===== src/rtl/ifu_fetch_pkg.sv =====
// Shared constants for the instruction fetch unit: datapath width, FSM
// encodings, reset instruction and the PC step helper.
package ifu_fetch_pkg;

    localparam int XLEN = 32;

    localparam logic [2:0] IFU_ST_IDLE = 3'd0;
    localparam logic [2:0] IFU_ST_REQ  = 3'd1;
    localparam logic [2:0] IFU_ST_WAIT = 3'd2;
    localparam logic [2:0] IFU_ST_HOLD = 3'd3;
    localparam logic [2:0] IFU_ST_DROP = 3'd4;

    localparam logic [31:0]     NOP_INST = 32'h0000_0013;
    localparam logic            TRUE     = 1'b1;
    localparam logic            FALSE    = 1'b0;
    localparam logic [XLEN-1:0] ZEROWORD = '0;

    // Sequential fetch step; wraps modulo 2^XLEN.
    function automatic logic [XLEN-1:0] next_pc(input logic [XLEN-1:0] pc);
        return pc + XLEN'(4);
    endfunction

endpackage


===== src/rtl/ifu_fetch.sv =====
// Single-outstanding instruction fetch unit: issues one imem request at a time,
// holds the returned instruction for decode and handles branch/jump redirects.
//
// state | meaning
// IDLE  | no request; waiting for stall to clear
// REQ   | request asserted on imem until accepted
// WAIT  | request accepted, waiting for the response
// HOLD  | instruction presented to decode until id_ready
// DROP  | redirected while a response is still due; discard it
module ifu_fetch
    import ifu_fetch_pkg::*;
#(
    parameter logic [XLEN-1:0] RESET_PC = 32'h8000_0000
) (
    input  logic            clk,
    input  logic            rst,
    input  logic            bj_taken,
    input  logic [XLEN-1:0] bj_addr,
    input  logic            stall,
    output logic            imem_req_valid,
    input  logic            imem_req_ready,
    output logic [XLEN-1:0] imem_req_addr,
    input  logic            imem_rsp_valid,
    input  logic [31:0]     imem_rsp_data,
    output logic            if_valid,
    output logic [XLEN-1:0] if_pc,
    output logic [31:0]     if_inst,
    input  logic            id_ready
);

    logic [2:0]      state;
    logic [XLEN-1:0] fetch_pc;

    assign imem_req_valid = (state == IFU_ST_REQ)  ? TRUE : FALSE;
    assign if_valid       = (state == IFU_ST_HOLD) ? TRUE : FALSE;
    assign imem_req_addr  = fetch_pc;

    always_ff @(posedge clk or posedge rst) begin
        if (rst) begin
            state    <= IFU_ST_IDLE;
            fetch_pc <= RESET_PC;
            if_pc    <= ZEROWORD;
            if_inst  <= NOP_INST;
        end else begin
            // A redirect overrides stall, handoff and the sequential increment.
            if (bj_taken)
                fetch_pc <= bj_addr;

            case (state)
                IFU_ST_IDLE: begin
                    if (bj_taken || !stall)
                        state <= IFU_ST_REQ;
                end
                IFU_ST_REQ: begin
                    if (imem_req_ready)
                        state <= bj_taken ? IFU_ST_DROP : IFU_ST_WAIT;
                end
                IFU_ST_WAIT: begin
                    if (bj_taken) begin
                        state <= imem_rsp_valid ? IFU_ST_REQ : IFU_ST_DROP;
                    end else if (imem_rsp_valid) begin
                        if_inst <= imem_rsp_data;
                        if_pc   <= fetch_pc;
                        state   <= IFU_ST_HOLD;
                    end
                end
                IFU_ST_HOLD: begin
                    if (bj_taken) begin
                        state <= IFU_ST_REQ;
                    end else if (id_ready) begin
                        fetch_pc <= next_pc(fetch_pc);
                        state    <= stall ? IFU_ST_IDLE : IFU_ST_REQ;
                    end
                end
                IFU_ST_DROP: begin
                    if (imem_rsp_valid)
                        state <= (bj_taken || !stall) ? IFU_ST_REQ : IFU_ST_IDLE;
                end
                default: state <= IFU_ST_IDLE;
            endcase
        end
    end

endmodule

===== config.mk =====
export PLATFORM = sky130hd
export DESIGN_NAME = ifu_fetch
export DESIGN_NICKNAME = d
export VERILOG_FILES = /design/src/rtl/ifu_fetch_pkg.sv /design/src/rtl/ifu_fetch.sv
export SDC_FILE = /design/constraint.sdc
export NUM_CORES = 1
export LEC_CHECK = 0
export BUFFER_PORTS_ARGS = -buffer_cell sky130_fd_sc_hd__buf_2
export CORE_ASPECT_RATIO = 1.1
export CORE_MARGIN = 3
export CORE_UTILIZATION = 43
export DETAILED_ROUTE_END_ITERATION = 7
export GPL_TIMING_DRIVEN = 0
export PLACE_DENSITY = 0.71
export SKIP_CTS_REPAIR_TIMING = 1
export SYNTH_ARGS = -nofsm -noshare
export SYNTH_HDL_FRONTEND = slang
export SYNTH_SLANG_ARGS = --single-unit
export TNS_END_PERCENT = 100

===== constraint.sdc =====
create_clock -name clk -period 4.3 [get_ports clk]
set_clock_uncertainty 0.1 [all_clocks]
set_input_delay 0.43 -clock clk [delete_from_list [all_inputs] [get_ports clk]]
set_output_delay 0.43 -clock clk [all_outputs]
set_load 0.01 [all_outputs]

* Yosys cells after proc, flatten, opt, wreduce, memory -nomap -nowiden
Index checks and enable logic that the tools add are counted.
** Word-level totals
- Register bits :: 99
** Operators by class
- Add/sub/neg operators :: 1
- Muxes and demuxes :: 18
- Reductions and logical operators :: 5
- Equality and inequality tests :: 9
- Bitwise operators :: 1
** Operators with widths (count)
- 32-bit 2-to-1 mux :: 4
- 32-bit by 3-bit adder with 32-bit output, second input constant :: 1
- 3-bit 2-to-1 mux :: 9
- 3-bit case mux with 5 select lines :: 1
- 3-bit by 2-bit equality test with 1-bit output, second input constant :: 2
- 2-bit != test, second input constant :: 3
- 3-bit != test, second input constant :: 2
- 5-bit AND reduction :: 1
- 1-bit 2-to-1 mux :: 4
- 3-bit by 1-bit equality test with 1-bit output, second input constant :: 1
- 3-bit equality test, second input constant :: 1
- 3-bit zero test :: 1
- 3-bit AND reduction :: 1
- 1-bit zero test :: 1
- 1-bit logical OR :: 1
- 1-bit inverter :: 1

* Longest topological paths before layout
Gate-level depths: netlist of run 1.
- Word-level depth :: 5
- Depth in mapped cells :: 6
- Depth with buffers taken out :: 4

* Least setup slack after synthesis of run 1
No wires, ideal clock.
- Path kind :: flip-flop to flip-flop
- Start :: register fetch_pc[4] (netlist: imem_req_addr[4])
- End :: register fetch_pc[25] (netlist: imem_req_addr[25])
- Arrival time :: 1.920 ns
- Cell stages (with the launch flop) :: 6
- Clock period less this slack :: 2.102 ns
- Path buffers :: 1
- Setup time :: 0.082 ns
- Path slack :: 2.198 ns
- Cells stage by stage :: dfrtp_1 -> nand3_2 -> or4_4 -> buf_6 -> or4_1 -> a31oi_1
** Between the ends
- Word-level cells in the longest chain between the ends :: 4
** Ends and longest elaborated chain
- from (decl) :: RTL line ifu_fetch.sv:32 : logic [XLEN-1:0] fetch_pc;
- from (signal assigned) :: RTL line ifu_fetch.sv:47 : fetch_pc <= bj_addr;
- from (signal assigned) :: RTL line ifu_fetch.sv:71 : fetch_pc <= next_pc(fetch_pc);
- 32-bit by 3-bit adder with 32-bit output :: RTL line ifu_fetch_pkg.sv:20 : return pc + XLEN'(4);
- 32-bit 2-to-1 mux :: RTL line ifu_fetch.sv:70 : end else if (id_ready) begin
- 32-bit 2-to-1 mux :: RTL line ifu_fetch.sv:68 : if (bj_taken) begin
- 32-bit 2-to-1 mux :: RTL line ifu_fetch.sv:49 : case (state)
No other way between the ends.
A chain may end at the register's enable or synchronous reset.

* Worst setup path in the final report of run 1
- Start :: register state[0]
- End :: register if_pc[19]
** Between the ends
- Word-level cells in the longest chain between the ends :: 2
** Ends and longest elaborated chain
- from (decl) :: RTL line ifu_fetch.sv:31 : logic [2:0] state;
- from (signal assigned) :: RTL line ifu_fetch.sv:56 : state <= bj_taken ? IFU_ST_DROP : IFU_ST_WAIT;
- from (signal assigned) :: RTL line ifu_fetch.sv:60 : state <= imem_rsp_valid ? IFU_ST_REQ : IFU_ST_DROP;
- from (signal assigned) :: RTL line ifu_fetch.sv:72 : state <= stall ? IFU_ST_IDLE : IFU_ST_REQ;
- 3-bit by 2-bit equality test with 1-bit output :: RTL line ifu_fetch.sv:49
- 3-bit AND reduction (no source line)
- to (signal assigned) :: RTL line ifu_fetch.sv:63 : if_pc <= fetch_pc;
- to (decl) :: RTL line ifu_fetch.sv:26 : output logic [XLEN-1:0] if_pc,
No other way between the ends.

==> flow_metrics.tcl, run 1 <==
set metrics [dict create \
    port_buffers 167 \
    fillCellCount 865 \
    total_power_mw 3.17 \
    crit_fanout 10 \
    die_area_um2 11600 \
    antenna_found_initial 0 \
    min_to "imem_req_addr[5]$_DFF_PP0_" \
    synth-edff-count 0 \
    cts_inserted_buffers 9 \
    fin_setup_tns_ps 0 \
    initial_core_util_pct 44.6 \
    clock_path_buffers 2 \
    fin_ws_ps 1620 \
    fin_crit_ps 2680 \
    synth.most_common_cell "dfrtp_1" \
    die_w_um 103 \
    num_rows 38 \
    clkLatencyLatePin_ps 380 \
    rsz0062_at_grt "no" \
    vdd_ir_drop_max_mv 0.261 \
    io_pins 169 \
    seq_area_frac_synth_pct 55.7 \
    hold_depth 3 \
    multi_input_area_um2 1830 \
    tritoncts "yes" \
    gp_congestion 0.829 \
    max_cap_viol_count 0 \
    syn_area_um2 4460 \
    crit_path_end_kind "register" \
    dp_hpwl_um 8430 \
    grt_max_degree 71 \
    drcViolationCount 0 \
    chipHeight_um 113 \
    setup_viol 0 \
    ys.flop_type "dfrtp_1" \
    ys_seq_elements 99 \
    via_count 3754 \
    post-route-period-util_pct 62.2 \
    synth_top_cell_area_share_pct 53.3 \
    h-tree-depth 3 \
    fin_nets 632 \
    worst_slew_pin_slew_ps 1200 \
    seqCellArea_um2 2480 \
    yosysWarnings 0 \
    syn-num-nets 452 \
    viasPerCell 5.48 \
    wl_um 11300 \
    grt_overflow 0 \
    grt_pass1_vias 3713 \
    outcome "finished clean" \
    detail_route.first_pass.iterations 6 \
    ant_nets 0 \
    grt_pass1_wl_um 18400 \
    timing.rr.start "state[0]$_DFFE_PP0P_" \
    required_ps 4460 \
    fmax_mhz 374 \
    drtIter0Drc 136 \
    grt.total_usage_pct 20.0 \
    syn_to_final_growth_pct 28.8 \
    min_path_type "in2reg" \
    max-slew-margin-rel_pct 19.0 \
    hold_start "bj_addr[5]" \
    synth_cell_types 40 \
    syn_area_per_cell_um2 11.7 \
    r2r_slack_ps 1620 \
    total_leakage_power_nw 2.80 \
    drv_slew 0 \
    clkTransAtPathRegs_ps 100 \
    cp.arrival_ps 2840 \
    clkSinkCount 99 \
    cts_root_buf "clkbuf_8" \
    pwr_density_cell_nw_per_um2 553 \
    insertedDiodeCount 0 \
    wire_per_inst_um 16.6 \
    syn_inst 380 \
    crit_path_start_kind "register" \
    rr_worst_depth 4 \
    coreArea_um2 9980 \
    regToRegEndpoint "if_pc[19]$_DFFE_PP0P_" \
    hold_viol 0 \
    synthTopCellsByArea "dfrtp_1 (53%), mux2_2 (17%), o31ai_1 (2.5%)" \
    synth_common_cells "dfrtp_1 (95), mux2_2 (66), nand2_1 (26), nor2_1 (23), a31oi_1 (17)" \
    yosysTopAreaCell "dfrtp_1" \
    criticalPathCategory "reg2reg" \
    drive_above_1_share_pct 48.0 \
    synthArstFlopShare_pct 100 \
    pre_cts_slack_ps 1510 \
]
worst max path at each step:
stage / to / start / cells past startpoint / slack, ps
floorplan: if_inst[10]$_DFFE_PP0P_ / rst / 1 / 1190
global placement: imem_req_addr[22]$_DFF_PP0_ / rst / 2 / 70
detailed placement: if_pc[9]$_DFFE_PP0P_ / bj_taken / 4 / 1510
CTS: if_pc[9]$_DFFE_PP0P_ / state[0]$_DFFE_PP0P_ / 4 / 1530
global route: if_pc[9]$_DFFE_PP0P_ / state[0]$_DFFE_PP0P_ / 4 / 1420
finish: if_pc[19]$_DFFE_PP0P_ / state[0]$_DFFE_PP0P_ / 4 / 1620
layout by cell type (no fill, tap or decap), types with 4 or more instances in the layout:
master / instances
dfrtp_1: 95
nand2_1: 26
buf_2: 175
nor3_1: 4
o31ai_1: 15
a21oi_1: 4
and3_1: 5
and2_1: 4
inv_1: 7
o21ai_0: 13
nor2_1: 23
dfstp_2: 4
clkbuf_8: 10
or4_1: 15
nand3_1: 11
a31oi_1: 17
nand4_1: 12
clkbuf_1: 14
xor2_1: 6
mux2_2: 66
stage by stage:
| step | instance area, µm² | hold slack, ps | utilization, % | std cells |
|---|---|---|---|---|
| CTS | 5730 | -66.1 | 57.4 | 684 |
| finish | 5740 | 159 | 57.5 | 685 |
| global route | 5740 | 149 | 57.5 | 685 |
| detailed placement | 5470 | 361 | 54.8 | 668 |
| global placement | 5440 | 385 | 54.5 | 667 |
| floorplan | 4460 | 410 | - | 380 |
report_power, final:
group | internal (mW) | leakage, nW | switching [mW]
Sequential | 1.25 | 1.23 | 0.171
Combinational | 0.503 | 1.44 | 0.488
Clock | 0.411 | 0.129 | 0.351
Total | 2.16 | 2.80 | 1.01
final cells by class:
class,instances,share of cell area (%)
plain buffers,25,1.94
clock inverters,6,2.07
inverters,8,0.567
well taps,120,2.62
flip-flops and latches,99,43.2
multi-input cells,248,32.0
clock buffers,10,2.40
repair buffers,169,15.2
logic make-up after synthesis:
kind of cell	share of synthesized area, %
flops	55.7
simple gates	14.2
fa+ha+maj	0.281
buf+inv	3.17
xor+xnor	1.77
compound gates	7.75
mux	17.1
registers in the layout (all words and copies together) (netlist names):
name           count
if_inst           32
if_pc             32
imem_req_addr     32
state              3
metal layers:
metal	global-route usage, %	vias up	wire [µm]
met5	0	-	0
met4	10.8	0	421
met3	3.08	30	490
met2	31.5	128	5530
met1	26.2	1839	4900
li1	-	1757	-
worst max-delay path, stage by stage (launching register included):
cell and delay [ps]:
dfrtp_1 390, clkbuf_1 210, nor4_2 1070, buf_2 430, mux2_2 370
Note: power is estimated with default switching activity, not from simulation.
==> run 2: changes to the inputs <==
--- a/config.mk
+++ b/config.mk
@@ -5,13 +5,14 @@
 export SDC_FILE = /design/constraint.sdc
 export NUM_CORES = 1
 export LEC_CHECK = 0
+export ABC_AREA = 1
 export BUFFER_PORTS_ARGS = -buffer_cell sky130_fd_sc_hd__buf_2
 export CORE_ASPECT_RATIO = 1.1
 export CORE_MARGIN = 3
 export CORE_UTILIZATION = 43
 export DETAILED_ROUTE_END_ITERATION = 7
 export GPL_TIMING_DRIVEN = 0
-export PLACE_DENSITY = 0.71
+export PLACE_DENSITY = 0.7
 export SKIP_CTS_REPAIR_TIMING = 1
 export SYNTH_ARGS = -nofsm -noshare
 export SYNTH_HDL_FRONTEND = slang
==> constraint.sdc (replaced) <==
create_clock -name clk -period 2.7 [get_ports clk]
set_clock_uncertainty 0.1 [all_clocks]
set_input_delay 0.27 -clock clk [delete_from_list [all_inputs] [get_ports clk]]
set_output_delay 0.27 -clock clk [all_outputs]
set_load 0.01 [all_outputs]
==> run 2 against run 1 <==
  * Utilization fell by 0.21 points
  * Die area rose by 11%
  * Critical endpoint is now imem_req_addr[26]$_DFF_PP0_
  * Hold slack got worse by 120 ps
  * Sequential share of layout area fell by 4.2 points
  * Largest cell class unchanged
  * Synthesized area rose by 12%
  * Critical path type unchanged
==> flow_metrics.tcl, run 2 <==
set metrics [dict create \
    die_w_um 109 \
    regToRegEndpoint "imem_req_addr[26]$_DFF_PP0_" \
    crit_path_start_kind "register" \
    dp_hpwl_um 11900 \
    syn-num-nets 732 \
    fin_ws_ps 835 \
    synth-edff-count 0 \
    tritoncts "yes" \
    placed_area_um2 6040 \
    rsz0062_at_grt "no" \
    max_cap_viol_count 0 \
    num_rows 40 \
    cp.arrival_ps 2000 \
    wire_per_inst_um 15.4 \
    clkLatencyLatePin_ps 340 \
    syn_area_per_cell_um2 7.55 \
    fin_crit_ps 1870 \
    syn_inst 660 \
    path_common_cell "nand2_1" \
    drive_above_1_share_pct 25.7 \
    vdd_ir_drop_max_mv 0.404 \
    grt_pass1_vias 4826 \
    via_count 4937 \
    cts_root_buf "clkbuf_16" \
    design_area_um2 6360 \
    worst_slew_pin_slew_ps 729 \
    clkSinkCount 99 \
    critPathSlowestCell "dfrtp_1" \
    synth_top_cell_area_share_pct 47.7 \
    grt_max_degree 38 \
    grt_pass1_wl_um 24200 \
    combPwrFrac_pct 33.8 \
    pre_cts_slack_ps 847 \
    initial_core_util_pct 44.9 \
    synthArstFlopShare_pct 100 \
    crit_path_end_kind "register" \
    p_seq_share_pct 42.4 \
    yosysTopAreaCell "dfrtp_1" \
    rr_worst_depth 10 \
    clock_path_buffers 2 \
    drcViolationCount 0 \
    min_path_type "in2reg" \
    hold_depth 3 \
    total_leakage_power_nw 3.38 \
    crit_fanout 5 \
    intPower_mw 3.56 \
    total_power_mw 5.69 \
    drtIter0Drc 370 \
    port_buffers 166 \
    synth_common_cells "nand2_1 (261), dfrtp_1 (95), nor2_1 (65), nand3_1 (55), inv_1 (49)" \
    fin_setup_tns_ps 0 \
    hold_start "bj_addr[0]" \
    dp_cells 975 \
    outcome "finished clean" \
    detail_route.first_pass.iterations 5 \
    wl_um 15300 \
    seq_area_frac_synth_pct 49.8 \
    drv_slew 0 \
    required_ps 2830 \
    most-common-layout-cells "nand2_1 (261), buf_2 (174), dfrtp_1 (95)" \
    syn_area_um2 4990 \
    synthTopCellsByArea "dfrtp_1 (48%), nand2_1 (20%), nand3_1 (5.5%)" \
    yosysWarnings 0 \
    power_frac_clock_pct 23.8 \
    pwr_density_cell_nw_per_um2 894 \
    fin_nets 912 \
    syn_to_final_growth_pct 27.7 \
    cts_inserted_buffers 9 \
    final_util_pct 57.3 \
    mostFrequentLayoutCell "nand2_1" \
    viasPerCell 4.98 \
    criticalPathCategory "reg2reg" \
    slowest_delay_ps 420 \
    coreArea_um2 11100 \
    setup_viol 0 \
    holdWs_ps 35.7 \
    ys.flop_type "dfrtp_1" \
    r2r_slack_ps 840 \
    grt_overflow 0 \
    ant_nets 0 \
    die_area_um2 12900 \
    insertedDiodeCount 0 \
    netSwitchingPower_mw 2.12 \
    fmax_mhz 536 \
    gp_congestion 0.919 \
    post-route-period-util_pct 69.1 \
    max-slew-margin-rel_pct 51.3 \
    antenna_found_initial 1 \
    crit_family "simple AND/OR/NAND/NOR gates" \
    crit_buf_inv 2 \
    chipHeight_um 119 \
    min_to "imem_req_addr[0]$_DFFE_PP0P_" \
    synth_cell_types 29 \
    h-tree-depth 3 \
    hold_viol 0 \
    io_pins 169 \
    timing.rr.start "imem_req_addr[3]$_DFF_PP0_" \
    grt.total_usage_pct 23.8 \
    clkTransAtPathRegs_ps 70 \
    post_layout_nonfiller_instances 992 \
    synth.most_common_cell "nand2_1" \
    switching_share_pct 37.4 \
    path_cells "ha_1 > inv_1 > nor2_1 > nand2_1 > inv_1 > nand2_1 > nand2_1 > nand2_1 > nand2_1 > nand2_1" \
    ys_seq_elements 99 \
]
run 2: changes by cell type in the layout (fill, tap and decap cells not counted), sizes merged, moves of 16 or more:
cell	change
nor2	+43
or4	-16
inv	+42
nand2	+236
nand3	+46
mux2	-66
o21ai	+36
a31oi	-16
run 2: worst max path at each step:
stage / startpoint / end / slack, ps / cells after the start
6_report: imem_req_addr[3]$_DFF_PP0_ / imem_req_addr[26]$_DFF_PP0_ / 840 / 10
3_3_place_gp: rst / imem_req_addr[29]$_DFF_PP0_ / 470 / 2
3_5_place_dp: imem_req_addr[3]$_DFF_PP0_ / imem_req_addr[26]$_DFF_PP0_ / 850 / 10
5_1_grt: imem_req_addr[3]$_DFF_PP0_ / imem_req_addr[26]$_DFF_PP0_ / 640 / 10
4_1_cts: imem_req_addr[3]$_DFF_PP0_ / imem_req_addr[26]$_DFF_PP0_ / 820 / 10
2_1_floorplan: imem_req_addr[3]$_DFF_PP0_ / imem_req_addr[20]$_DFF_PP0_ / 1140 / 8
run 2: kinds of logic (layout without fill, tap and decap cells):
logic type | after synthesis | in the layout | share of synthesized area [%]
buf+inv | 79 | 264 | 7.05
flops | 99 | 99 | 49.8
compound gates | 80 | 80 | 9.44
simple gates | 391 | 391 | 31.7
fa+ha+maj | 1 | 1 | 0.251
xor+xnor | 10 | 10 | 1.76
run 2: cell type report:
| class | instances | area [µm²] |
|---|---|---|
| buffer | 28 | 160 |
| clock buffer | 9 | 225 |
| clock inverter | 7 | 85.1 |
| fill | 1076 | 4750 |
| inverter | 51 | 195 |
| multi-input combinational | 482 | 2150 |
| sequential | 99 | 2480 |
| tap | 147 | 184 |
| timing repair buffer | 169 | 881 |
run 2: power by group through the flow:
stage	Combinational, mW	Sequential, mW	Clock, mW
after floorplan	0.824	2.66	0
after global placement	1.90	2.41	0
after detailed placement	1.95	2.43	0
after CTS	1.95	2.41	1.38
after global routing	2.18	2.47	1.45
final	1.92	2.41	1.36
run 2: worst register-to-register path, stage by stage, from the launching register on:
cell,delay [ps]
dfrtp_1,420
ha_1,260
inv_1,70
nor2_1,280
nand2_1,220
inv_1,140
nand2_1,60
nand2_1,50
nand2_1,50
nand2_1,50
nand2_1,50
run 2: layer usage:
metal	track usage, %	up-vias	part of all wire, %
met1	30.8	2279	44
li1	-	2467	-
met4	7.66	2	1.3
met3	3.79	15	6.4
met5	0	-	0.10
met2	40.6	174	48
